<file path="src/rtl/uart_pkg.sv">
// Shared UART definitions: FSM encoding, parity modes and bit-timing helpers.
package uart_pkg;

  localparam int PARITY_NONE = 0;
  localparam int PARITY_ODD  = 1;
  localparam int PARITY_EVEN = 2;

  typedef enum logic [2:0] {
    ST_IDLE      = 3'd0,
    ST_START     = 3'd1,
    ST_DATA      = 3'd2,
    ST_PARITY    = 3'd3,
    ST_STOP      = 3'd4,
    ST_WAIT_IDLE = 3'd5
  } rx_state_e;

  // Clocks per bit (integer division, fraction dropped).
  function automatic int calc_cycle(input int clk_freq, input int baud_rate);
    return clk_freq / baud_rate;
  endfunction

  // Mid-bit sample point within a bit period.
  function automatic int calc_half(input int cycle);
    return cycle / 2;
  endfunction

  // 2-of-3 majority vote.
  function automatic logic vote3(input logic a, input logic b, input logic c);
    return (a & b) | (a & c) | (b & c);
  endfunction

  // True when the received parity bit matches the data for the given mode.
  function automatic logic parity_ok(input logic data_xor, input logic par_bit, input int mode);
    logic ok;
    case (mode)
      PARITY_ODD:  ok = (data_xor ^ par_bit) == 1'b1;
      PARITY_EVEN: ok = (data_xor ^ par_bit) == 1'b0;
      default:     ok = 1'b1;
    endcase
    return ok;
  endfunction

endpackage

</file>
<file path="src/rtl/sync_fifo.sv">
// Single-clock FIFO with first-word-fall-through read port; head reads as 0 when empty.
module sync_fifo #(
  parameter int WIDTH = 8,
  parameter int DEPTH = 4
) (
  input  logic             clk,
  input  logic             rst,
  input  logic             push,
  input  logic [WIDTH-1:0] wdata,
  input  logic             pop,
  output logic [WIDTH-1:0] rdata,
  output logic             full,
  output logic             empty
);

  localparam int AW = (DEPTH > 1) ? $clog2(DEPTH) : 1;

  logic [WIDTH-1:0] mem_r [DEPTH];
  logic [AW-1:0]    wr_ptr_r;
  logic [AW-1:0]    rd_ptr_r;
  logic [AW:0]      count_r;
  logic             pop_ok_s;
  logic             push_ok_s;

  assign empty     = (count_r == (AW+1)'(0));
  assign full      = (count_r == (AW+1)'(DEPTH));
  assign pop_ok_s  = pop & ~empty;
  // A push into a full FIFO is accepted only when a pop frees the slot in the same cycle.
  assign push_ok_s = push & (~full | pop_ok_s);
  assign rdata     = empty ? {WIDTH{1'b0}} : mem_r[rd_ptr_r];

  // Storage array write port.
  always_ff @(posedge clk or posedge rst) begin
    if (rst) begin
      for (int i = 0; i < DEPTH; i++) mem_r[i] <= {WIDTH{1'b0}};
    end else if (push_ok_s) begin
      mem_r[wr_ptr_r] <= wdata;
    end
  end

  // Pointers and occupancy count (pointers wrap naturally since DEPTH is a power of two).
  always_ff @(posedge clk or posedge rst) begin
    if (rst) begin
      wr_ptr_r <= {AW{1'b0}};
      rd_ptr_r <= {AW{1'b0}};
      count_r  <= {(AW+1){1'b0}};
    end else begin
      if (push_ok_s) wr_ptr_r <= wr_ptr_r + AW'(1);
      if (pop_ok_s)  rd_ptr_r <= rd_ptr_r + AW'(1);
      case ({push_ok_s, pop_ok_s})
        2'b10:   count_r <= count_r + (AW+1)'(1);
        2'b01:   count_r <= count_r - (AW+1)'(1);
        default: count_r <= count_r;
      endcase
    end
  end

endmodule

</file>
<file path="src/rtl/uart_rx_fifo.sv">
// UART receiver with majority-voted sampling, parity/stop checking and a receive FIFO.
module uart_rx_fifo
  import uart_pkg::*;
#(
  parameter int CLK_FREQ   = 27_000_000,
  parameter int BAUD_RATE  = 115200,
  parameter int DATA_BITS  = 8,
  parameter int PARITY     = 0,
  parameter int STOP_BITS  = 1,
  parameter int FIFO_DEPTH = 4
) (
  input  logic                 clk,
  input  logic                 rst,
  input  logic                 rx_pin,
  output logic [DATA_BITS-1:0] data,
  output logic                 available,
  input  logic                 read,
  output logic                 parity_err,
  output logic                 frame_err,
  output logic                 overrun,
  input  logic                 clear_err
);

  localparam int CYCLE_C = calc_cycle(CLK_FREQ, BAUD_RATE);
  localparam int HALF_C  = calc_half(CYCLE_C);
  localparam int CNT_W   = $clog2(CYCLE_C + 1);

  rx_state_e            state_r, state_n;
  logic [1:0]           sync_r;
  logic [1:0]           sync_vld_r;
  logic                 armed_r;
  logic [CNT_W-1:0]     cnt_r, cnt_n;
  logic [3:0]           bit_cnt_r, bit_cnt_n;
  logic [DATA_BITS-1:0] shift_r, shift_n;
  logic [1:0]           smp_r;
  logic                 par_bad_r, par_bad_n;
  logic                 stop_bad_r, stop_bad_n;
  logic                 push_r;
  logic                 parity_err_r, frame_err_r, overrun_r;
  logic                 rx_s, vote_tick_s, bit_end_s, bit_val_s, stop_bad_all_s;
  logic                 push_s, perr_set_s, ferr_set_s, ovr_set_s;
  logic                 full_s, empty_s;

  assign rx_s        = sync_r[1];
  assign vote_tick_s = (cnt_r == CNT_W'(HALF_C + 1));
  assign bit_end_s   = (cnt_r == CNT_W'(CYCLE_C - 1));
  assign bit_val_s   = vote3(smp_r[0], smp_r[1], rx_s);

  // Two-flop synchroniser on the serial line, plus a fill marker so preset values are never trusted.
  always_ff @(posedge clk or posedge rst) begin
    if (rst) begin
      sync_r     <= 2'b11;
      sync_vld_r <= 2'b00;
    end else begin
      sync_r     <= {sync_r[0], rx_pin};
      sync_vld_r <= {sync_vld_r[0], 1'b1};
    end
  end

  // Arm start detection only after a genuine high line has been seen since reset.
  always_ff @(posedge clk or posedge rst) begin
    if (rst) armed_r <= 1'b0;
    else     armed_r <= armed_r | (sync_vld_r[1] & rx_s);
  end

  // Capture the first two of the three voting samples around mid-bit.
  always_ff @(posedge clk or posedge rst) begin
    if (rst) begin
      smp_r <= 2'b11;
    end else begin
      if (cnt_r == CNT_W'(HALF_C - 1)) smp_r[0] <= rx_s;
      if (cnt_r == CNT_W'(HALF_C))     smp_r[1] <= rx_s;
    end
  end

  // Next-state, datapath and event strobes for the receive FSM.
  always_comb begin
    state_n        = state_r;
    cnt_n          = cnt_r + CNT_W'(1);
    bit_cnt_n      = bit_cnt_r;
    shift_n        = shift_r;
    par_bad_n      = par_bad_r;
    stop_bad_n     = stop_bad_r;
    stop_bad_all_s = stop_bad_r | ~bit_val_s;
    push_s         = 1'b0;
    perr_set_s     = 1'b0;
    ferr_set_s     = 1'b0;
    case (state_r)
      ST_IDLE: begin
        cnt_n      = {CNT_W{1'b0}};
        bit_cnt_n  = 4'd0;
        par_bad_n  = 1'b0;
        stop_bad_n = 1'b0;
        if (armed_r && !rx_s) state_n = ST_START;
        else                  state_n = ST_IDLE;
      end
      ST_START: begin
        if (vote_tick_s && bit_val_s) begin
          state_n = ST_IDLE;
          cnt_n   = {CNT_W{1'b0}};
        end else if (bit_end_s) begin
          state_n = ST_DATA;
          cnt_n   = {CNT_W{1'b0}};
        end else begin
          state_n = ST_START;
        end
      end
      ST_DATA: begin
        if (vote_tick_s) shift_n = {bit_val_s, shift_r[DATA_BITS-1:1]};
        else             shift_n = shift_r;
        if (bit_end_s) begin
          cnt_n = {CNT_W{1'b0}};
          if (bit_cnt_r == 4'(DATA_BITS - 1)) begin
            bit_cnt_n = 4'd0;
            state_n   = (PARITY != PARITY_NONE) ? ST_PARITY : ST_STOP;
          end else begin
            bit_cnt_n = bit_cnt_r + 4'd1;
            state_n   = ST_DATA;
          end
        end else begin
          state_n = ST_DATA;
        end
      end
      ST_PARITY: begin
        if (vote_tick_s) par_bad_n = ~parity_ok(^shift_r, bit_val_s, PARITY);
        else             par_bad_n = par_bad_r;
        if (bit_end_s) begin
          cnt_n   = {CNT_W{1'b0}};
          state_n = ST_STOP;
        end else begin
          state_n = ST_PARITY;
        end
      end
      ST_STOP: begin
        if (vote_tick_s && (bit_cnt_r == 4'(STOP_BITS - 1))) begin
          // Final stop-bit vote: the frame verdict is decided here.
          cnt_n      = {CNT_W{1'b0}};
          bit_cnt_n  = 4'd0;
          push_s     = ~stop_bad_all_s & ~par_bad_r;
          perr_set_s = par_bad_r;
          ferr_set_s = stop_bad_all_s;
          if (stop_bad_all_s) state_n = ST_WAIT_IDLE;
          else                state_n = ST_IDLE;
        end else if (vote_tick_s) begin
          stop_bad_n = stop_bad_all_s;
        end else if (bit_end_s) begin
          cnt_n     = {CNT_W{1'b0}};
          bit_cnt_n = bit_cnt_r + 4'd1;
        end else begin
          state_n = ST_STOP;
        end
      end
      ST_WAIT_IDLE: begin
        cnt_n = {CNT_W{1'b0}};
        if (rx_s) state_n = ST_IDLE;
        else      state_n = ST_WAIT_IDLE;
      end
      default: begin
        state_n = ST_IDLE;
        cnt_n   = {CNT_W{1'b0}};
      end
    endcase
  end

  // FSM state and datapath registers.
  always_ff @(posedge clk or posedge rst) begin
    if (rst) begin
      state_r    <= ST_IDLE;
      cnt_r      <= {CNT_W{1'b0}};
      bit_cnt_r  <= 4'd0;
      shift_r    <= {DATA_BITS{1'b0}};
      par_bad_r  <= 1'b0;
      stop_bad_r <= 1'b0;
      push_r     <= 1'b0;
    end else begin
      state_r    <= state_n;
      cnt_r      <= cnt_n;
      bit_cnt_r  <= bit_cnt_n;
      shift_r    <= shift_n;
      par_bad_r  <= par_bad_n;
      stop_bad_r <= stop_bad_n;
      push_r     <= push_s;
    end
  end

  // A push into a full FIFO is lost unless a pop happens in the same cycle.
  assign ovr_set_s = push_r & full_s & ~(read & ~empty_s);

  // Sticky error flags; a set in the same cycle as clear_err wins.
  always_ff @(posedge clk or posedge rst) begin
    if (rst) begin
      parity_err_r <= 1'b0;
      frame_err_r  <= 1'b0;
      overrun_r    <= 1'b0;
    end else begin
      parity_err_r <= perr_set_s | (parity_err_r & ~clear_err);
      frame_err_r  <= ferr_set_s | (frame_err_r & ~clear_err);
      overrun_r    <= ovr_set_s  | (overrun_r & ~clear_err);
    end
  end

  sync_fifo #(
    .WIDTH (DATA_BITS),
    .DEPTH (FIFO_DEPTH)
  ) u_fifo (
    .clk   (clk),
    .rst   (rst),
    .push  (push_r),
    .wdata (shift_r),
    .pop   (read),
    .rdata (data),
    .full  (full_s),
    .empty (empty_s)
  );

  assign available  = ~empty_s;
  assign parity_err = parity_err_r;
  assign frame_err  = frame_err_r;
  assign overrun    = overrun_r;

endmodule

</file>
<file path="config.mk">
export PLATFORM = sky130hd
export DESIGN_NAME = uart_rx_fifo
export DESIGN_NICKNAME = d
export VERILOG_FILES = /design/src/rtl/uart_pkg.sv /design/src/rtl/sync_fifo.sv /design/src/rtl/uart_rx_fifo.sv
export SDC_FILE = /design/constraint.sdc
export NUM_CORES = 1
export LEC_CHECK = 0
export ABC_AREA = 1
export BUFFER_PORTS_ARGS = -buffer_cell sky130_fd_sc_hd__buf_2
export CORE_MARGIN = 2
export CORE_UTILIZATION = 40
export DETAILED_ROUTE_END_ITERATION = 10
export PLACE_DENSITY_LB_ADDON = 0.3
export SYNTH_ARGS = -nofsm -noshare
export SYNTH_HDL_FRONTEND = slang
export SYNTH_HIERARCHICAL = 1
export SYNTH_SLANG_ARGS = --single-unit
</file>
<file path="constraint.sdc">
create_clock -name clk -period 2.2 [get_ports clk]
set_input_delay 0.44 -clock clk [delete_from_list [all_inputs] [get_ports clk]]
set_output_delay 0.44 -clock clk [all_outputs]
set_load 0.05 [all_outputs]
</file>
# After elaboration in Yosys (flattened, before gate mapping)
# Index checks and enable logic that the tools add are counted.
# op_classes
order_cmp	3
bitwise	30
reduce_logical	18
eq_ne	20
muxes	44
addsub	6
# op_table
op	n
two-way mux 8 bit	8
bitwise mux 32 bit	1
== test 8 x 7 -> 1 bit, second input constant	3
two-way mux 3 bit	8
one-hot mux 8 bit (3 select lines)	1
two-way mux 4 bit	5
one-hot mux 3 bit (6 select lines)	1
binary-select mux 8 bit (select 2 bit)	1
demux 8 bit (select 2 bit)	1
bitwise AND 1 bit	12
two-way mux 1 bit	12
one-hot mux 4 bit (3 select lines)	1
== test 3 bit, second input constant	3
inequality test 3 bit, second input constant	3
adder 8 x 1 -> 8 bit, second input constant	1
== test 8 bit, second input constant	1
inequality test 2 bit, second input constant	4
inverter 1 bit	8
bitwise OR 1 bit	8
== test 3 x 2 -> 1 bit, second input constant	2
>= comparator 3 bit, second input constant	2
zero test 3 bit	2
inverter 2 -> 3 bit	2
one-hot mux 3 bit (2 select lines)	1
other kinds (20)	30
# word_totals
reg_bits	75
output_inout_bits	12

# Logic depth before layout (Yosys ltp)
# Gate-level depths: netlist (run 1).
# depth
ltp_word	9
ltp_mapped	11
mapped_depth_nobuf	11

# Hierarchy
# Netlist (run 1), hierarchy kept.
# by_module_without_submodules
mod	cells_each	area_per_inst_um2	seq_area_each_um2	n_inst
sync_fifo	261	2095.8	975.9	1
uart_rx_fifo	208	1810.5	880.8	1

# Worst setup path after synthesis (run 1)
# Ideal clock, no wire load.
# synth_path
path_kind	register to output
start	register u_fifo.rd_ptr_r[0]
end	output data[6]
path_slack_ns	0.142
t_arrival_ns	1.618
stages_incl_launch_ff	8
required_ns	1.760
path_cell_list	dfrtp_1 buf_6 inv_2 buf_6 nand2_1 nand2_1 nand2_1 a21oi_1
# synth_between
elab_chain_len	5
# synth_rtl
element	line	rtl
from (decl)	sync_fifo.sv:20	logic [AW-1:0] rd_ptr_r;
from (signal assigned)	sync_fifo.sv:45	rd_ptr_r <= {AW{1'b0}};
from (signal assigned)	sync_fifo.sv:49	if (pop_ok_s) rd_ptr_r <= rd_ptr_r + AW'(1);
inverter 2 -> 3 bit (not written as such)	sync_fifo.sv:30	assign rdata = empty ? {WIDTH{1'b0}} : mem_r[rd_ptr_r];
binary-select mux 8 bit (select 2 bit)	sync_fifo.sv:30	
two-way mux 8 bit (not written as such) (2 in a row)	sync_fifo.sv:30	
two-way mux 8 bit	sync_fifo.sv:30	
to (decl)	uart_rx_fifo.sv:15	output logic [DATA_BITS-1:0] data,
# Every way passes these cells. The select of a mux whose other input is x is not followed.

# Worst setup path after layout (run 1)
# layout_path
start	register u_fifo.rd_ptr_r[1]
end	output data[5]
# The elaborated chain is that of the path after synthesis.

==> results of run 1 <==
==> stage by stage <==
| stage | TNS [ps] | hold slack (ps) |
|---|---|---|
| 3_3_place_gp | 0 | 335.7 |
| 6_report | 0 | 192.7 |
| 4_1_cts | 0 | 169.3 |
| 2_1_floorplan | 0 | 331.2 |
| 5_1_grt | -18.26 | 166.6 |
| 3_5_place_dp | 0 | 337.9 |
==> sequential cells by signal (all words and copies together) (netlist names) <==
name and count:
smp_r 2, armed_r 1, u_fifo/count_r 3, u_fifo/rd_ptr_r 2, shift_r 8, u_fifo/wr_ptr_r 2
bit_cnt_r 4, u_fifo/mem_r 32, sync_vld_r 2, overrun 1, stop_bad_r 1, sync_r 2
push_r 1, state_r 3, cnt_r 8, frame_err 1, parity_err 1
==> cells by family after synthesis <==
family,count (synthesis),share of synthesized area [%]
AND/OR/NAND/NOR,284,34.15
flip-flops,74,47.53
buffers and inverters,56,7.047
AO/OA/AOI/OAI,31,4.677
adder cells (fa/ha/maj),12,4.036
XOR/XNOR,11,2.467
other,1,0.09600
==> routing by layer <==
layer / global-route usage [%] / vias to the layer above / share of wire (%) / wire length (um)
li1: - / 1561 / - / -
met1: 22.41 / 1473 / 48 / 3834
met2: 27.75 / 48 / 48 / 3851
met3: 4.203 / 10 / 3.0 / 240
met4: 5.870 / 0 / 1.6 / 130
met5: 0 / - / 0 / 0
==> worst max-delay path by stage <==
stage | end | slack, ps | cells after the start
after floorplan | data[6] | 140 | 7
after global placement | u_fifo/count_r[2]$_DFFE_PP0P_ | 350 | 10
after detailed placement | u_fifo/count_r[2]$_DFFE_PP0P_ | 270 | 10
after CTS | data[7] | 60 | 6
after global routing | data[5] | -20 | 6
final | data[5] | 120 | 6
==> power breakdown <==
part | internal, mW | switching (mW)
sequential | 1.47 | 0.135
combinational | 0.353 | 0.750
clock | 0.673 | 0.467
total | 2.49 | 1.35
==> final cells by class <==
cell class,instances,area share [%]
clock buffer,14,3.507
clock inverter,2,1.380
inverter,40,3.737
multi-input combinational,339,40.76
sequential,74,42.71
tap,133,3.823
timing repair buffer,28,4.082
==> worst reg2reg max path: cells and delay by family (launching register included) <==
family	cells	cell delay (ps)
adder cells (fa/ha/maj)	2	550
buffers and inverters	3	240
XOR/XNOR	1	160
AND/OR/NAND/NOR	4	500
flip-flops	1	380
==> synthesized netlist by cell type, types with 2 or more instances <==
cell	number
a21oi_1	8
buf_2	5
buf_6	7
clkbuf_1	3
dfrtp_1	70
dfstp_2	4
ha_1	11
inv_1	34
inv_2	4
nand2_1	162
nand2_2	6
nand2_4	2
nand3_1	25
nand3_2	5
nand4_1	35
nor2_1	35
nor2_4	5
nor3_1	2
o21ai_0	16
o21ai_2	2
xnor2_1	3
xor2_1	8
==> repair_timing <==
action                                  CTS  global route
gates resized for setup                   0            12
endpoints found under the setup margin    0             8
buffers inserted                          0             4
==> results.yml, run 1 <==
synth:
  synth_warnings: 6
  synth-async-reset-ratio_pct: 100.0
  synth.cell_area_um2: 3906
  synth-edff-count: 0
  netlist_instances: 469
  yosys.area.top_type: "dfrtp_1"
  synth_top_flop_cell: "dfrtp_1"
  synth_area_leaders: "dfrtp_1, nand2_1, nand4_1"
  syn_area_per_cell_um2: 8.329
  seq_area_frac_synth_pct: 47.53
  ys_types: 39
  synth_seq_cells: 74
  syn-num-nets: 486
  yosysTopAreaCellShare_pct: 44.84
critical_path:
  cpPeakStageDelay_ps: 420
  critical_path.cell_chain: "clkinvlp_4, clkbuf_2, nor2_1, o21ai_0, a21oi_1, buf_2"
  worstPathArrival_ps: 1640
  critical_path_required_ps: 1760
  cp_max_fo: 6
  path_delay_family: "buffers and inverters"
  startpoint: "u_fifo/rd_ptr_r[1]$_DFFE_PP0P_"
  rr_endpoint: "u_fifo/count_r[2]$_DFFE_PP0P_"
  crit_slowest_cell: "dfrtp_2"
  critPathLaunchType: "register"
  cp.buffers_inverters: 3
  timing.rr.start: "u_fifo/count_r[2]$_DFFE_PP0P_"
  rrSetupSlack_ps: 250
  rr_worst_depth: 10
  criticalPathCategory: "register to output port"
  worstSetupEndpointType: "output port"
placed_design:
  place_congestion: 0.8166
  dpl_worst_slack_ps: 267.5
  dp_cells: 610
  io_buffers: 16
  place_hpwl_mm: 5.740
  dpl_cell_area_um2: 4090
clocking:
  root_buffer: "clkbuf_8"
  cts_made_buffers: 9
  clock_sinks: 74
  path_clk_slew_ps: 70
  cts.path.max_buffers: 2
  postCtsHoldBufs: 0
  cts_tree: "yes"
  clk_latency_ps: 340
  h-tree-depth: 3
sta:
  fmax_ghz: 0.4802
  report.final.slew_viol_count: 0
  clock_skew_ps: 8.222
  hold_viol_final: 0
  fin_crit_ps: 2083
  worst_slack_ps: 117.3
  fin_crit_sh_pct: 94.67
  setup_violations: 0
floorplanning:
  ios: 17
  die_w_um: 102.8
  start_util_pct: 40.52
  fp.dieH_um: 102.8
  rows: 36
  dieArea_um2: 10570
  core_um2: 9639
power_and_ir_drop:
  power_leakage_nw: 2.208
  irDropWorstVdd_mv: 0.5280
  finalPower_mw: 3.844
  p_per_area_nw_per_um2: 883.0
drt:
  routed_via_density: 4.908
  postRouteAntennaNets: 0
  first_pass_iters: 4
  drt-total-wl_mm: 8.057
  routedWlPerCell_um: 12.79
  first_iter_violations: 112
  vias: 3092
  drc_errors: 0
hold_path:
  holdCritPathClass: "input pin to asynchronous set/reset pin"
finish:
  nets: 509
  final_cell_area_um2: 4353
  layout_common_cells: "nand2_1, dfrtp_1, nor2_1, nand4_1, inv_1"
  finalNonFillerCells: 630
  drive_above_1_share_pct: 15.69
  area_growth_pct: 11.43
  fin_util_pct: 45.16
  fill_cells: 969
  layout_commonest_cell: "nand2_1"
  n_antenna_cell: 0
  ff_latch_area_um2: 1859
  multiInputGateArea_um2: 1774
run_status:
  status: "finished, final reports clean"
flow_run:
  maxCapViolCount: 0
grt:
  grt_start_max_net_pins: 40
  grt_pass1_vias: 3010
  grt_overflow: 0
  grt.total_usage_pct: 17.07
  grt_antenna_before_repair: 0
  grt_pass1_wl_mm: 14.12
Power figures use the tool's default switching activity.
==> run 2, diff against run 1 <==
RECOVER_POWER = 50   (was default)
==> results.yml, run 2 (synthesis gave the netlist of run 1 again) <==
placed_design:
  io_buffers: 16
  place_congestion: 0.8166
  place_hpwl_mm: 5.740
  dp_cells: 610
critical_path:
  path_delay_family: "buffers and inverters"
  cp.buffers_inverters: 3
  critical_path_required_ps: 1760
  crit_slowest_cell: "dfrtp_2"
  criticalPathCategory: "register to output port"
  cpPeakStageDelay_ps: 420
  critical_path.cell_chain: "clkinvlp_4, clkbuf_2, nor2_1, o21ai_0, a21oi_1, buf_2"
  worstSetupEndpointType: "output port"
  worstPathArrival_ps: 1650
  cp_max_fo: 6
  critPathLaunchType: "register"
power_and_ir_drop:
  irDropWorstVdd_mv: 0.5276
  power_leakage_nw: 2.207
  p_per_area_nw_per_um2: 884.1
finish:
  fin_util_pct: 45.11
  area_growth_pct: 11.31
  reg_top3: "u_fifo/mem_r x32, cnt_r x8, shift_r x8"
  ff_latch_area_um2: 1859
  n_antenna_cell: 0
  multiInputGateArea_um2: 1774
  nets: 509
  layout_commonest_cell: "nand2_1"
  drive_above_1_share_pct: 15.69
  largest_reg_flops: 32
  fill_cells: 969
  regMostFlops: "u_fifo/mem_r"
  layout_common_cells: "nand2_1, dfrtp_1, nor2_1, nand4_1, inv_1"
  finalNonFillerCells: 630
drt:
  vias: 3089
  first_iter_violations: 112
  routed_via_density: 4.903
  routedWlPerCell_um: 12.80
  drt-total-wl_mm: 8.062
  first_pass_iters: 4
  postRouteAntennaNets: 0
  drc_errors: 0
sta:
  clock_skew_ps: 8.223
  worst_hold_slack_ps: 193.5
  relSlewSlack_pct: 37.23
  fin_crit_ps: 2086
  hold_viol_final: 0
  setup_violations: 0
  fin_crit_sh_pct: 94.80
  tightest_slew_ps: 941.5
  fmax_ghz: 0.4795
  report.final.slew_viol_count: 0
clocking:
  clock_sinks: 74
  cts_tree: "yes"
  cts.path.max_buffers: 2
  root_buffer: "clkbuf_8"
  path_clk_slew_ps: 70
  cts_made_buffers: 9
  clk_latency_ps: 340
  h-tree-depth: 3
floorplanning:
  dieArea_um2: 10570
  fp.dieH_um: 102.8
  core_um2: 9639
  rows: 36
  ios: 17
  die_w_um: 102.8
  start_util_pct: 40.52
grt:
  grt_start_max_net_pins: 40
  grt.total_usage_pct: 17.07
  grt_antenna_before_repair: 0
  grt_overflow: 0
  grt_pass1_wl_mm: 14.12
  grt_pass1_vias: 3010
run_status:
  status: "finished, final reports clean"
hold_path:
  holdCritPathClass: "input pin to register"
flow_run:
  maxCapViolCount: 0
-- run 2: what timing repair did --
action,in CTS,in global routing
resized for setup,0,12
endpoints found under the setup margin,0,8
buffers inserted,0,4
hold buffers,0,0
-- run 2: routing by layer --
layer	global-route usage (%)	vias up	share of wire, %
li1	-	1559	-
met1	22.41	1470	48
met2	27.75	50	48
met3	4.203	10	2.8
met4	5.870	0	1.6
met5	0	-	0
-- run 2: cell type report --
type	instances	share of cell area, %
Sequential cell	74	42.76
Multi-Input combinational cell	339	40.81
Timing Repair Buffer	28	3.971
Tap cell	133	3.827
Inverter	40	3.741
Clock buffer	14	3.511
Clock inverter	2	1.381
-- run 2: final timing paths --
check	startpoint	end	slack (ps)	depth (start not counted)
worst max-delay path	u_fifo/rd_ptr_r[1]$_DFFE_PP0P_	data[5]	110	6
worst min-delay path	rx_pin	sync_r[0]$_DFF_PP1_	190	1
worst max register to register	u_fifo/count_r[2]$_DFFE_PP0P_	u_fifo/count_r[2]$_DFFE_PP0P_	250	10
worst min register to register	sync_vld_r[0]$_DFF_PP0_	sync_vld_r[1]$_DFF_PP0_	350	0
max in group asynchronous	rst	u_fifo/rd_ptr_r[0]$_DFFE_PP0P_	1170	3
min in group asynchronous	rst	overrun$_DFF_PP0_	350	3
-- run 2: per-stage QoR --
step / instance area, um2 / power, mW / worst slack [ps] / TNS [ps]
finish: 4348 / 3.844 / 114.3 / 0
global route: 4348 / 4.098 / -15.90 / -18.26
CTS: 4303 / 3.804 / 57.80 / 0
detailed placement: 4090 / 2.643 / 267.5 / 0
global placement: 4090 / 2.608 / 350.2 / 0
floorplan: 3906 / 2.511 / 141.5 / 0
-- run 2: worst reg2reg max path, stage by stage, from the launching register on --
cell and delay (ps):
dfrtp_1 380, inv_1 80, nand2_1 130, nand2_1 160, inv_1 90, ha_1 170
inv_1 70, fa_1 380, nand2_1 100, nand3b_1 110, xor2_1 160
-- run 2: power by group --
part	leakage, nW	switching [mW]	total, mW	internal (mW)
combinational	1.12	0.750	1.10	0.352
sequential	0.986	0.136	1.60	1.47
clock	0.105	0.467	1.14	0.673
==> run 3, diff against run 2 <==
==> constraint.sdc (replaced) <==
create_clock -name clk -period 2.2 [get_ports clk]
set_input_delay 0.22 -clock clk [delete_from_list [all_inputs] [get_ports clk]]
set_output_delay 0.22 -clock clk [all_outputs]
set_load 0.05 [all_outputs]
==> results.yml, run 3 (synthesis gave the netlist of run 1 again) <==
placed_design:
  place_hpwl_mm: 5.508
  io_buffers: 16
  dp_cells: 609
  place_congestion: 0.8483
critical_path:
  critPathLaunchType: "register"
  worstSetupEndpointType: "output port"
  worstPathArrival_ps: 1840
  cp_max_fo: 17
  critical_path_required_ps: 1980
  startpoint: "u_fifo/rd_ptr_r[0]$_DFFE_PP0P_"
  timing.rr.start: "u_fifo/count_r[1]$_DFFE_PP0P_"
  criticalPathCategory: "register to output port"
  cpPeakStageDelay_ps: 530
  critical_path.cell_chain: "inv_2, nand2_1, nand2_1, nand2_1, a21oi_1, buf_2"
  crit_top_cell: "nand2_1"
  crit_slowest_cell: "dfrtp_1"
grt:
  grt_overflow: 0
  grt_pass1_vias: 2947
  grt_pass1_wl_mm: 14.17
  grt_antenna_before_repair: 0
  grt.total_usage_pct: 17.15
  grt_start_max_net_pins: 40
clocking:
  root_buffer: "clkbuf_8"
  cts.path.max_buffers: 2
  path_clk_slew_ps: 80
  clock_sinks: 74
  cts_setup_buffers: 0
  h-tree-depth: 3
  clk_latency_ps: 340
  cts_made_buffers: 9
  cts_tree: "yes"
  cts-resized-gates: 0
power_and_ir_drop:
  pwr-share-comb_pct: 29.2
  p_clk_share_pct: 26.0
  power_switching_mw: 1.368
  swShare_pct: 38.40
  power_leakage_nw: 2.178
  seqPwrFrac_pct: 44.8
  irDropWorstVdd_mv: 0.3983
  p_per_area_nw_per_um2: 835.0
  internal_power_mw: 2.195
drt:
  first_pass_iters: 4
  vias: 3073
  dr_wl_met3_um: 302
  postRouteAntennaNets: 0
  drc_errors: 0
  routedWlPerCell_um: 12.60
  routed_via_density: 4.901
  drt-total-wl_mm: 7.899
  top_layer_used: "met4"
  met1_length_mm: 3.636
  met2WireLength_mm: 3.934
  first_iter_violations: 150
finish:
  multiInputGateArea_um2: 1774
  layout_common_cells: "nand2_1, dfrtp_1, nor2_1, nand4_1, inv_1"
  ff_latch_area_um2: 1857
  largest_reg_flops: 32
  finalNonFillerCells: 627
  reg_top3: "u_fifo/mem_r x32, cnt_r x8, shift_r x8"
  fin_util_pct: 44.28
  fill_cells: 984
  regMostFlops: "u_fifo/mem_r"
  nets: 506
  area_growth_pct: 9.257
  layout_commonest_cell: "nand2_1"
  drive_above_1_share_pct: 14.17
  n_antenna_cell: 0
sta:
  fin_crit_sh_pct: 93.74
  rsz0062_at_grt: "no"
  clock_skew_ps: 8.255
  setup_violations: 0
  hold_viol_final: 0
  finalSetupTns_ps: 0
  relSlewSlack_pct: 35.42
  fin_crit_ps: 2062
  fmax_ghz: 0.4849
  tightest_slew_ps: 968.7
  report.final.slew_viol_count: 0
floorplanning:
  dieArea_um2: 10570
  ios: 17
  die_w_um: 102.8
  start_util_pct: 40.52
  fp.dieH_um: 102.8
  core_um2: 9639
  rows: 36
run_status:
  status: "finished, final reports clean"
hold_path:
  holdCritPathClass: "input pin to register"
  hold_path.startpoint: "clear_err"
flow_run:
  maxCapViolCount: 0
-- run 3: changes by cell type in the layout (fill, tap and decap cells not counted), sizes merged --
cell | before | now
buf | 22 | 20
bufinv | 2 | 0
clkbuf | 20 | 14
clkinv | 0 | 4
dlygate4sd3 | 0 | 2
inv | 38 | 39
-- run 3: path summary, 6_finish.rpt --
kind                                            endpoint  slack (ps)  cells past startpoint
max                                              data[2]         140                      6
min                                 parity_err$_DFF_PP0_          90                      2
max reg2reg                u_fifo/count_r[2]$_DFFE_PP0P_         380                      9
min reg2reg                      sync_vld_r[1]$_DFF_PP0_         360                      0
max in group asynchronous   u_fifo/mem_r[27]$_DFFE_PP0P_         880                      4
min in group asynchronous              overrun$_DFF_PP0_         660                      4
-- run 3: through the flow --
stage	instance area [um2]	setup WS, ps	power (mW)	hold WS (ps)
floorplan	3906	359.7	2.511	224.5
global placement	4083	453.9	2.633	326.6
detailed placement	4083	392.4	2.660	326.4
CTS	4274	141.0	3.606	70.40
global route	4268	14.87	3.814	81.65
finish	4268	137.6	3.564	87.86
-- run 3: area by class of cell --
class,count,area share (%)
Clock inverter,5,0.7036
Multi-Input combinational cell,339,41.57
Inverter,40,3.577
Timing Repair Buffer,25,3.430
Tap cell,133,3.899
Clock buffer,11,3.313
Sequential cell,74,43.51
-- run 3: worst max-delay path, delay by kind of cell (launching register included) --
family	cells	cell delay, ps
compound gates	1	160
buf+inv	2	590
simple gates	3	210
flops	1	530
-- run 3: what timing repair did --
action	in CTS	in global routing
endpoints found under the hold margin	32	0
hold buffers	2	0
endpoints found under the setup margin	0	0
-- run 3: power by group through the flow --
stage,clock network [mW],registers (mW),logic (mW)
floorplan,0,1.57,0.937
global placement,0,1.62,1.02
detailed placement,0,1.62,1.04
CTS,0.959,1.59,1.05
global route,1.03,1.61,1.17
finish,0.926,1.60,1.04
-- run 3: per-layer routing --
| metal | vias up | GRT usage (%) |
|---|---|---|
| met2 | 53 | 29.06 |
| met5 | - | 0 |
| met1 | 1462 | 22.43 |
| li1 | 1556 | - |
| met3 | 2 | 4.475 |
| met4 | 0 | 3.340 |
